## src/rtl/fetch_pkg.sv

```systemverilog
// fetch_pkg: shared types and constants for the instruction fetch stage.
// Latency: n/a (types only). Backpressure: n/a.
// Contents: FSM state encoding, word geometry, byte-lane insertion helper.
package fetch_pkg;

  typedef enum logic [1:0] {
    IDLE  = 2'd0,  // waiting for a free queue slot before starting a word
    REQ   = 2'd1,  // memReq high, waiting for the MMU to go busy
    WAIT  = 2'd2,  // MMU busy, waiting for read data
    DRAIN = 2'd3   // abandoned transaction, waiting for the MMU to go idle
  } fetch_state_t;

  localparam int BEATS_PER_WORD = 4;
  localparam int INSTR_WIDTH    = 32;

  // Big-endian lane placement: lane 0 lands in [31:24], lane 3 in [7:0].
  function automatic logic [INSTR_WIDTH-1:0] insert_byte(
    input logic [INSTR_WIDTH-1:0] word,
    input logic [1:0]             lane,
    input logic [7:0]             data
  );
    logic [INSTR_WIDTH-1:0] r;
    r = word;
    case (lane)
      2'd0:    r[31:24] = data;
      2'd1:    r[23:16] = data;
      2'd2:    r[15:8]  = data;
      default: r[7:0]   = data;
    endcase
    return r;
  endfunction

endpackage

```

## src/rtl/fetch_queue.sv

```systemverilog
// fetch_queue: synchronous prefetch FIFO holding {instruction, pc} entries.
// Latency: a pushed entry is visible at head the cycle after the push.
// Backpressure: push ignored when full unless a pop happens the same cycle;
//   pop ignored when empty; flush overrides push and pop.
// Ports: clk, reset (async high), push/push_data, pop, flush -> head, full, empty, count.
module fetch_queue #(
  parameter int DEPTH = 4,
  parameter int WIDTH = 64
) (
  input  logic                     clk,
  input  logic                     reset,
  input  logic                     push,
  input  logic [WIDTH-1:0]         push_data,
  input  logic                     pop,
  input  logic                     flush,
  output logic [WIDTH-1:0]         head,
  output logic                     full,
  output logic                     empty,
  output logic [$clog2(DEPTH):0]   count
);

  localparam int PTR_W = $clog2(DEPTH);
  localparam int CNT_W = PTR_W + 1;
  localparam logic [CNT_W-1:0] FULL_CNT = CNT_W'(DEPTH);

  logic [WIDTH-1:0] storage [DEPTH];
  logic [PTR_W-1:0] wr_ptr;
  logic [PTR_W-1:0] rd_ptr;
  logic             do_push;
  logic             do_pop;

  assign full    = (count == FULL_CNT);
  assign empty   = (count == '0);
  assign do_pop  = pop & ~empty & ~flush;
  // A pop in the same cycle frees the slot the push needs.
  assign do_push = push & (~full | do_pop) & ~flush;
  assign head    = storage[rd_ptr];

  always_ff @(posedge clk or posedge reset) begin
    if (reset) begin
      wr_ptr <= '0;
      rd_ptr <= '0;
      count  <= '0;
    end else if (flush) begin
      wr_ptr <= '0;
      rd_ptr <= '0;
      count  <= '0;
    end else begin
      if (do_push) wr_ptr <= wr_ptr + PTR_W'(1);
      if (do_pop)  rd_ptr <= rd_ptr + PTR_W'(1);
      case ({do_push, do_pop})
        2'b10:   count <= count + CNT_W'(1);
        2'b01:   count <= count - CNT_W'(1);
        default: count <= count;
      endcase
    end
  end

  // Entry storage needs no reset: head is only consumed while non-empty.
  always_ff @(posedge clk) begin
    if (do_push) storage[wr_ptr] <= push_data;
  end

endmodule

```

## src/rtl/instr_fetch.sv

```systemverilog
// instr_fetch: walks the PC, reads 4 bytes per instruction over the MMU
//   req/busy handshake, assembles big-endian words into a prefetch queue.
// Latency: one MMU transaction per byte; word at instrValid the cycle after push.
// Backpressure: new words start only when the queue has a free slot;
//   instrReady=0 lets the queue fill and then memReq stays low.
// Ports: clk, reset; redirect/redirectPc; memAddr/memReq/memBusy/memData (MMU A);
//   instrValid/instr/instrPc/instrReady (decoder side).
module instr_fetch
  import fetch_pkg::*;
#(
  parameter int                     ADDRESS_WIDTH = 32,
  parameter int                     BUS_WIDTH     = 8,
  parameter int                     QUEUE_DEPTH   = 4,
  parameter logic [ADDRESS_WIDTH-1:0] RESET_PC    = '0
) (
  input  logic                     clk,
  input  logic                     reset,
  input  logic                     redirect,
  input  logic [ADDRESS_WIDTH-1:0] redirectPc,
  output logic [ADDRESS_WIDTH-1:0] memAddr,
  output logic                     memReq,
  input  logic                     memBusy,
  input  logic [BUS_WIDTH-1:0]     memData,
  output logic                     instrValid,
  output logic [INSTR_WIDTH-1:0]   instr,
  output logic [ADDRESS_WIDTH-1:0] instrPc,
  input  logic                     instrReady
);

  localparam int QW    = INSTR_WIDTH + ADDRESS_WIDTH;
  localparam int CNT_W = $clog2(QUEUE_DEPTH) + 1;

  fetch_state_t             state;
  fetch_state_t             state_next;
  logic [ADDRESS_WIDTH-1:0] fetch_pc;
  logic [1:0]               beat;
  logic [INSTR_WIDTH-1:0]   word_buf;
  logic [INSTR_WIDTH-1:0]   assembled;
  logic                     capture;
  logic                     push_word;
  logic                     last_beat;
  logic                     pop_head;
  logic                     room_after_push;
  logic [QW-1:0]            q_head;
  logic                     q_full;
  logic                     q_empty;
  logic [CNT_W-1:0]         q_count;

  assign last_beat = (beat == 2'(BEATS_PER_WORD - 1));
  assign assembled = insert_byte(word_buf, beat, memData[7:0]);
  assign memAddr   = fetch_pc + ADDRESS_WIDTH'(beat);
  assign memReq    = (state == REQ);
  assign pop_head  = instrValid & instrReady;
  // After a push the queue still has room if it was below DEPTH-1 or the
  // decoder is popping in the same cycle.
  assign room_after_push = (q_count < CNT_W'(QUEUE_DEPTH - 1)) | pop_head;

  always_comb begin
    state_next = state;
    capture    = 1'b0;
    push_word  = 1'b0;
    case (state)
      IDLE: if (!q_full) state_next = REQ;
      REQ:  if (memBusy) state_next = WAIT;
      WAIT: begin
        if (!memBusy) begin
          capture = 1'b1;
          if (last_beat) begin
            push_word  = 1'b1;
            state_next = room_after_push ? REQ : IDLE;
          end else begin
            state_next = REQ;
          end
        end
      end
      DRAIN: if (!memBusy) state_next = IDLE;
      default: state_next = IDLE;
    endcase
    // Redirect wins over everything; an open MMU transaction must be drained
    // before a new request so its late data is never mistaken for ours.
    if (redirect) begin
      capture    = 1'b0;
      push_word  = 1'b0;
      state_next = (state == IDLE) ? IDLE : DRAIN;
    end
  end

  always_ff @(posedge clk or posedge reset) begin
    if (reset) begin
      state    <= IDLE;
      fetch_pc <= RESET_PC;
      beat     <= '0;
      word_buf <= '0;
    end else begin
      state <= state_next;
      if (redirect) begin
        fetch_pc <= redirectPc;
        beat     <= '0;
      end else if (capture) begin
        word_buf <= assembled;
        beat     <= beat + 2'd1;  // wraps to 0 after the last lane
        if (last_beat) fetch_pc <= fetch_pc + ADDRESS_WIDTH'(BEATS_PER_WORD);
      end
    end
  end

  fetch_queue #(
    .DEPTH (QUEUE_DEPTH),
    .WIDTH (QW)
  ) u_queue (
    .clk       (clk),
    .reset     (reset),
    .push      (push_word),
    .push_data ({assembled, fetch_pc}),
    .pop       (pop_head),
    .flush     (redirect),
    .head      (q_head),
    .full      (q_full),
    .empty     (q_empty),
    .count     (q_count)
  );

  // Head fields are forced to zero while empty so stale storage never shows.
  assign instrValid = ~q_empty;
  assign instr      = instrValid ? q_head[QW-1 -: INSTR_WIDTH] : '0;
  assign instrPc    = instrValid ? q_head[ADDRESS_WIDTH-1:0] : '0;

endmodule

```

## config.mk

```make
export PLATFORM = sky130hd
export DESIGN_NAME = instr_fetch
export DESIGN_NICKNAME = d
export VERILOG_FILES = /design/src/rtl/fetch_pkg.sv /design/src/rtl/fetch_queue.sv /design/src/rtl/instr_fetch.sv
export SDC_FILE = /design/constraint.sdc
export NUM_CORES = 1
export LEC_CHECK = 0
export CAP_MARGIN = 10
export CORE_AREA = 4 4 196 198
export DETAILED_ROUTE_END_ITERATION = 10
export DIE_AREA = 0 0 200 202
export PLACE_DENSITY_LB_ADDON = 0.12
export SLEW_MARGIN = 40
export SYNTH_ARGS = -nofsm -noshare
export SYNTH_HDL_FRONTEND = slang
export SYNTH_HIERARCHICAL = 1
export SYNTH_SLANG_ARGS = --single-unit
```

## constraint.sdc

```tcl
create_clock -name clk -period 7.15 [get_ports clk]
set_input_delay 1.43 -clock clk [delete_from_list [all_inputs] [get_ports clk]]
set_output_delay 1.43 -clock clk [all_outputs]
set_load 0.01 [all_outputs]
```

## Word-level counts from Yosys, hierarchy flattened

Memory sizes are Yosys's and may differ from the RTL's.
Index checks and enable logic that the tools add are counted.

| cells by class | value |
|---|---|
| $add $sub $neg | 7 |
| multiply operators | 0 |
| div/mod/pow operators | 0 |
| magnitude comparators | 1 |
| equality and inequality tests | 13 |
| shifts and indexed selects | 0 |
| mux-type cells | 35 |
| bitwise operators | 10 |
| reduce and logical (&&, ||, !) cells | 12 |

Operators with widths:

| kind | count |
|---|---|
| 32-bit 2-to-1 mux | 5 |
| 32-bit by 2-bit adder with 32-bit output | 1 |
| 32-bit by 3-bit adder with 32-bit output, second input constant | 1 |
| 8-bit 2-to-1 mux | 4 |
| 2-bit 2-to-1 mux | 12 |
| 1-bit 2-to-1 mux | 11 |
| 2-bit equality test, second input constant | 5 |
| 3-bit != test, second input constant | 3 |
| 2-bit case mux with 4 select lines | 1 |
| 2-bit nonzero test | 4 |
| 2-bit by 1-bit adder with 2-bit output, second input constant | 3 |
| 2-bit by 1-bit equality test with 1-bit output, second input constant | 3 |
| 3-bit case mux with 2 select lines | 1 |
| 1-bit AND | 5 |
| 2-bit logical NOT | 2 |
| 2-bit AND reduction | 2 |
| 4-bit AND reduction | 1 |
| 3-bit by 1-bit adder with 3-bit output, second input constant | 1 |
| 3-bit equality test, second input constant | 1 |
| 3-bit logical NOT | 1 |
| 3-bit by 2-bit < comparator with 1-bit output, second input constant | 1 |
| 3-bit 2-to-1 mux | 1 |
| 3-bit by 2-bit != test with 1-bit output, second input constant | 1 |
| 1-bit NOT | 3 |
| other kinds (4) | 5 |

| word-level totals | value |
|---|---|
| flip-flop bits (word level) | 75 |
| bits in latches | 0 |
| memory bits (writable) | 256 |
| bits in read-only memories | 0 |
| input port bits | 45 |
| output and inout port bits | 98 |
| word-level logic and storage cells | 86 |
| memories | 1 |

Memory list:

| name | depth | width | rd ports | clocked after Yosys merged registers in | wr ports | RTL line | source |
|---|---|---|---|---|---|---|---|
| u_queue.storage | 4 | 64 | 1 | 0 | 1 | fetch_queue.sv:26 | `logic [WIDTH-1:0] storage [DEPTH];` |

## Depth between registers and ports, before layout

| depth | value |
|---|---|
| depth after elaboration | 11 |
| gate-level depth with buffers | 10 |
| depth with buffers taken out | 8 |

## By module

The synthesis kept the hierarchy.

Modules (own cells, without submodules):

| module | instances | cells each | area an instance (sq um) | seq. area each (sq um) |
|---|---|---|---|---|
| fetch_queue | 1 | 397 | 9,773.1 | 7,862.5 |
| instr_fetch | 1 | 504 | 4,680.7 | 1,701.6 |

## Least setup slack after synthesis

No wires, ideal clock.

| path | value |
|---|---|
| path type | input port to flip-flop |
| start point | input port redirect |
| end point | memory u_queue.storage[0][0], enable pin |
| setup time | 0.578 ns |
| arrival time | 6.978 ns |
| required time | 6.572 ns |
| slack | -0.406 ns |
| stages | 6 |
| buffers on the path | 3 |
| cell sequence | clkbuf_1 buf_1 nor2_1 buf_6 o21ai_0 nor3b_1 |

| on the way | value |
|---|---|
| elaborated cells on any way between the ends | 8 |
| classes of those cells | mux: 3; bitwise: 5 |

RTL lines:

| item | RTL line | source |
|---|---|---|
| start, declared | instr_fetch.sv:18 | `input logic redirect,` |
| 1-bit 2-to-1 mux | instr_fetch.sv:81 | `if (redirect) begin` |
| via push_word | instr_fetch.sv:40 | `logic push_word;` |
| 1-bit AND (2 in series) | fetch_queue.sv:36 | `assign do_push = push & (~full \| do_pop) & ~flush;` |
| 1-bit 2-to-1 mux | fetch_queue.sv:61 | `if (do_push) storage[wr_ptr] <= push_data;` |
| 1-bit 2-to-1 mux (implied by the code) | fetch_queue.sv:61 |  |
| end, declared | fetch_queue.sv:26 |  |

The timed path passes the listed nets, and every way through them passes these cells.

## Final worst setup path

| path | value |
|---|---|
| start point | register beat[0] |
| end point | output port memAddr[30] |

| on the way | value |
|---|---|
| cells in the longest elaborated chain, start to end | 1 |

RTL lines:

| item | RTL line | source |
|---|---|---|
| start, declared | instr_fetch.sv:36 | `logic [1:0] beat;` |
| start signal, assigned | instr_fetch.sv:101 | `beat <= beat + 2'd1;` |
| 32-bit by 2-bit adder with 32-bit output | instr_fetch.sv:51 | `assign memAddr = fetch_pc + ADDRESS_WIDTH'(beat);` |
| end, declared | instr_fetch.sv:20 | `output logic [ADDRESS_WIDTH-1:0] memAddr,` |

No other way between the ends.

==> metrics.csv <==
stage;metric;value;unit
worst_setup_path;crit_fanout;9;
clocking;cts_hold_buf;0;
synth;yosysSeqAreaShare;0.662;
run;drv_cap;0;
sta;final_max_slew_viol_count;0;
route;dr_wl_met2;15800;um
floorplan;die_w;200;um
route;totalWireLength;33100;um
clocking;cts_resized;0;
floorplan;pin_count;143;
finish;num_antenna_cells;0;
sta;tightest_slew;0.762;ns
route;vias;8086;
synth;postSynthCellCount;901;
synth;synthArstFlopShare;0.227;
floorplan;core-area;36500;um^2
synth;synth_top_area_frac;0.532;
clocking;numCtsBuffers;36;
pwr;power.leakage;5.93;nW
placed_design;portBuffers;142;
worst_setup_path;required;5.72;ns
synth;yosysMostFrequentCell;edfxtp_1;
route;dr_wl_met3;1650;um
route;drt_drc_violations_left;0;
grt;grt_pass1_wl;51600;um
synth;yosysUniqueCellTypes;54;
floorplan;dieArea;40400;um^2
synth;yosysWarnings;6;
synth;synth_top_flop_cell;edfxtp_1;
sta;hold_violations;0;
finish;nets;1096;
placed_design;gp_congestion;0.783;
floorplan;fp.dieH;202;um
clocking;numClockSinks;331;
finish;drive_gt1_frac;0.199;
sta;clock.fmax;201;MHz
finish;area_growth;21.1;%
synth;ys_ff_latch;331;
worst_setup_path;worstSetupEndpointType;output port;
synth;synthTopCellsByArea;edfxtp_1, dfrtp_1, mux4_2;
min_path;hp-class;flop to flop;
grt;grt_max_degree;62;
finish;final_core_util;0.479;
synth;synth_commonest_cells;edfxtp_1, dfrtp_1, nor2b_1, mux4_2, mux2_2;
sta;finalSetupViolations;0;
synth;synth_area_leader_cell;edfxtp_1;
worst_setup_path;cp_data_arrival_time;3.55;ns
pwr;ir_drop;147;uV
synth;syn_area;14500;um^2
route;dr.pass1.iters;7;
clocking;cts_tree;built;
route;drt-met1-wl;15300;um
floorplan;start_util;0.396;
floorplan;rows;70;
route;dr.first_iter.drc_count;453;
worst_setup_path;worstSetupStartpointType;flop;
route;routedWlPerCell;21.6;um
grt;grt.total_usage;0.165;
sta;fin_crit_sh;0.696;
run_status;outcome;finished clean;
synth;synth_edf_count;256;
synth;syn_area_per_cell;16.0;um^2
route;via_per_inst;5.27;
route;highest_layer;met4;
sta;holdWs;0.485;ns
clocking;clkTransAtPathRegs;0.06;ns
grt;grt_pass1_vias;8394;
clocking;root_buffer;clkbuf_16;
clocking;cts_max_level;2;
clocking;clkLatencyLatePin;0.51;ns
grt;grt_remaining_overflow;0;
route;final_antenna_net_count;0;
synth;syn_nets;959;
sta;finalClockSkew;0.0123;ns
clocking;post_cts_buffers;0;
finish;instances_no_fill;1534;
pwr;powerDensity;246;nW/um^2
worst_setup_path;critical_path_class;flop to output port;
sta;rsz0062_at_grt;false;
clocking;clock_path_buffers;3;
sta;fin_crit;4.98;ns
placed_design;hpwl;20700;um
sta;max_slew_margin;0.492;
placed_design;dp_cells;1468;
grt;antenna_found_initial;0;
cells in the final DEF, fill, tap and decap left out, types with 4 or more instances in the layout:
| cell | count |
|---|---|
| clkdlybuf4s50_1 | 141 |
| clkbuf_16 | 37 |
| nor3_1 | 14 |
| o211ai_1 | 4 |
| dfrtp_1 | 73 |
| o31ai_1 | 7 |
| inv_1 | 17 |
| clkinv_2 | 7 |
| ha_1 | 11 |
| or4_1 | 12 |
| nor3b_2 | 4 |
| nand2_1 | 32 |
| clkbuf_1 | 7 |
| xor2_1 | 24 |
| clkbuf_8 | 6 |
| xnor2_1 | 22 |
| a31oi_1 | 16 |
| or3_1 | 11 |
| nor2b_1 | 65 |
| mux4_2 | 64 |
| nand4_1 | 15 |
| edfxtp_1 | 256 |
| nor4_1 | 6 |
| nand3_1 | 17 |
| mux2_2 | 62 |
| a21oi_1 | 4 |
| nor2_1 | 36 |
| o21ai_0 | 23 |
| nand2b_1 | 4 |
| buf_4 | 13 |
| clkinv_1 | 5 |
critical path: stages (launching register included):
cell and delay, ns:
dfrtp_1 0.45, ha_1 0.21, inv_1 0.05, fa_1 0.47, nand2b_1 0.30, nor4_4 0.51
and4bb_2 0.34, xor2_1 0.16, clkdlybuf4s50_1 0.56
final timing paths:
path,from,endpoint,slack (ns),cells after the start
min in group asynchronous,reset,word_buf[25],1.20,2
max in group asynchronous,reset,fetch_pc[27],5.04,3
worst max register to register,beat[0],u_queue/storage[2][33],3.11,6
worst max-delay path,beat[0],memAddr[30],2.17,8
worst min-delay path,word_buf[19],word_buf[19],0.49,1
worst min register to register,word_buf[19],word_buf[19],0.49,1
sequential cells by signal (all words and copies together), names as in the netlist:
name             flops
beat                 2
fetch_pc            32
state                2
u_queue/count        3
u_queue/rd_ptr       2
u_queue/storage    256
u_queue/wr_ptr       2
word_buf            32
per-layer routing:
metal	global-route usage	up-vias
li1	-	3750
met1	0.241	4101
met2	0.258	199
met3	0.0355	36
met4	0.0328	0
met5	0	-
area by class of cell:
class / instances / area (um^2)
sequential: 331 / 9570
inverter: 19 / 72.6
multi-input combinational: 493 / 4590
clock buffer: 50 / 1030
timing repair buffer: 157 / 1550
fill: 3180 / 19000
tap: 468 / 586
clock inverter: 16 / 115
logic make-up (layout without fill, tap and decap cells):
kind of cell               after synthesis  in the layout  share of synthesized area
buffers and inverters                   77            242                     0.0240
xor gates and xnor gates                46             46                     0.0279
AOI/OAI and AO/OA                       65             65                     0.0283
DFF                                    331            331                      0.662
adders and majority gates               13             13                     0.0123
and+or+nand+nor                        237            237                     0.0931
muxes                                  132            132                      0.153
metrics by stage:
step / TNS (ns) / total power, W / instance area (um^2) / setup slack (ns)
floorplan: -103.95 / 0.00243 / 14500 / -0.406
global placement: 0 / 0.00255 / 16300 / 2.20
detailed placement: 0 / 0.00256 / 16400 / 2.13
CTS: 0 / 0.00435 / 17500 / 2.18
global route: 0 / 0.00448 / 17500 / 1.91
finish: 0 / 0.00430 / 17500 / 2.17
where the power goes:
group	switching (W)	total, W	internal, W	leakage, nW
Sequential	0.0000742	0.00224	0.00217	3.34
Clock	0.000728	0.00178	0.00105	0.568
Combinational	0.000132	0.000275	0.000143	2.02
Total	0.000935	0.00430	0.00337	5.93
Power figures use the tool's default switching activity.
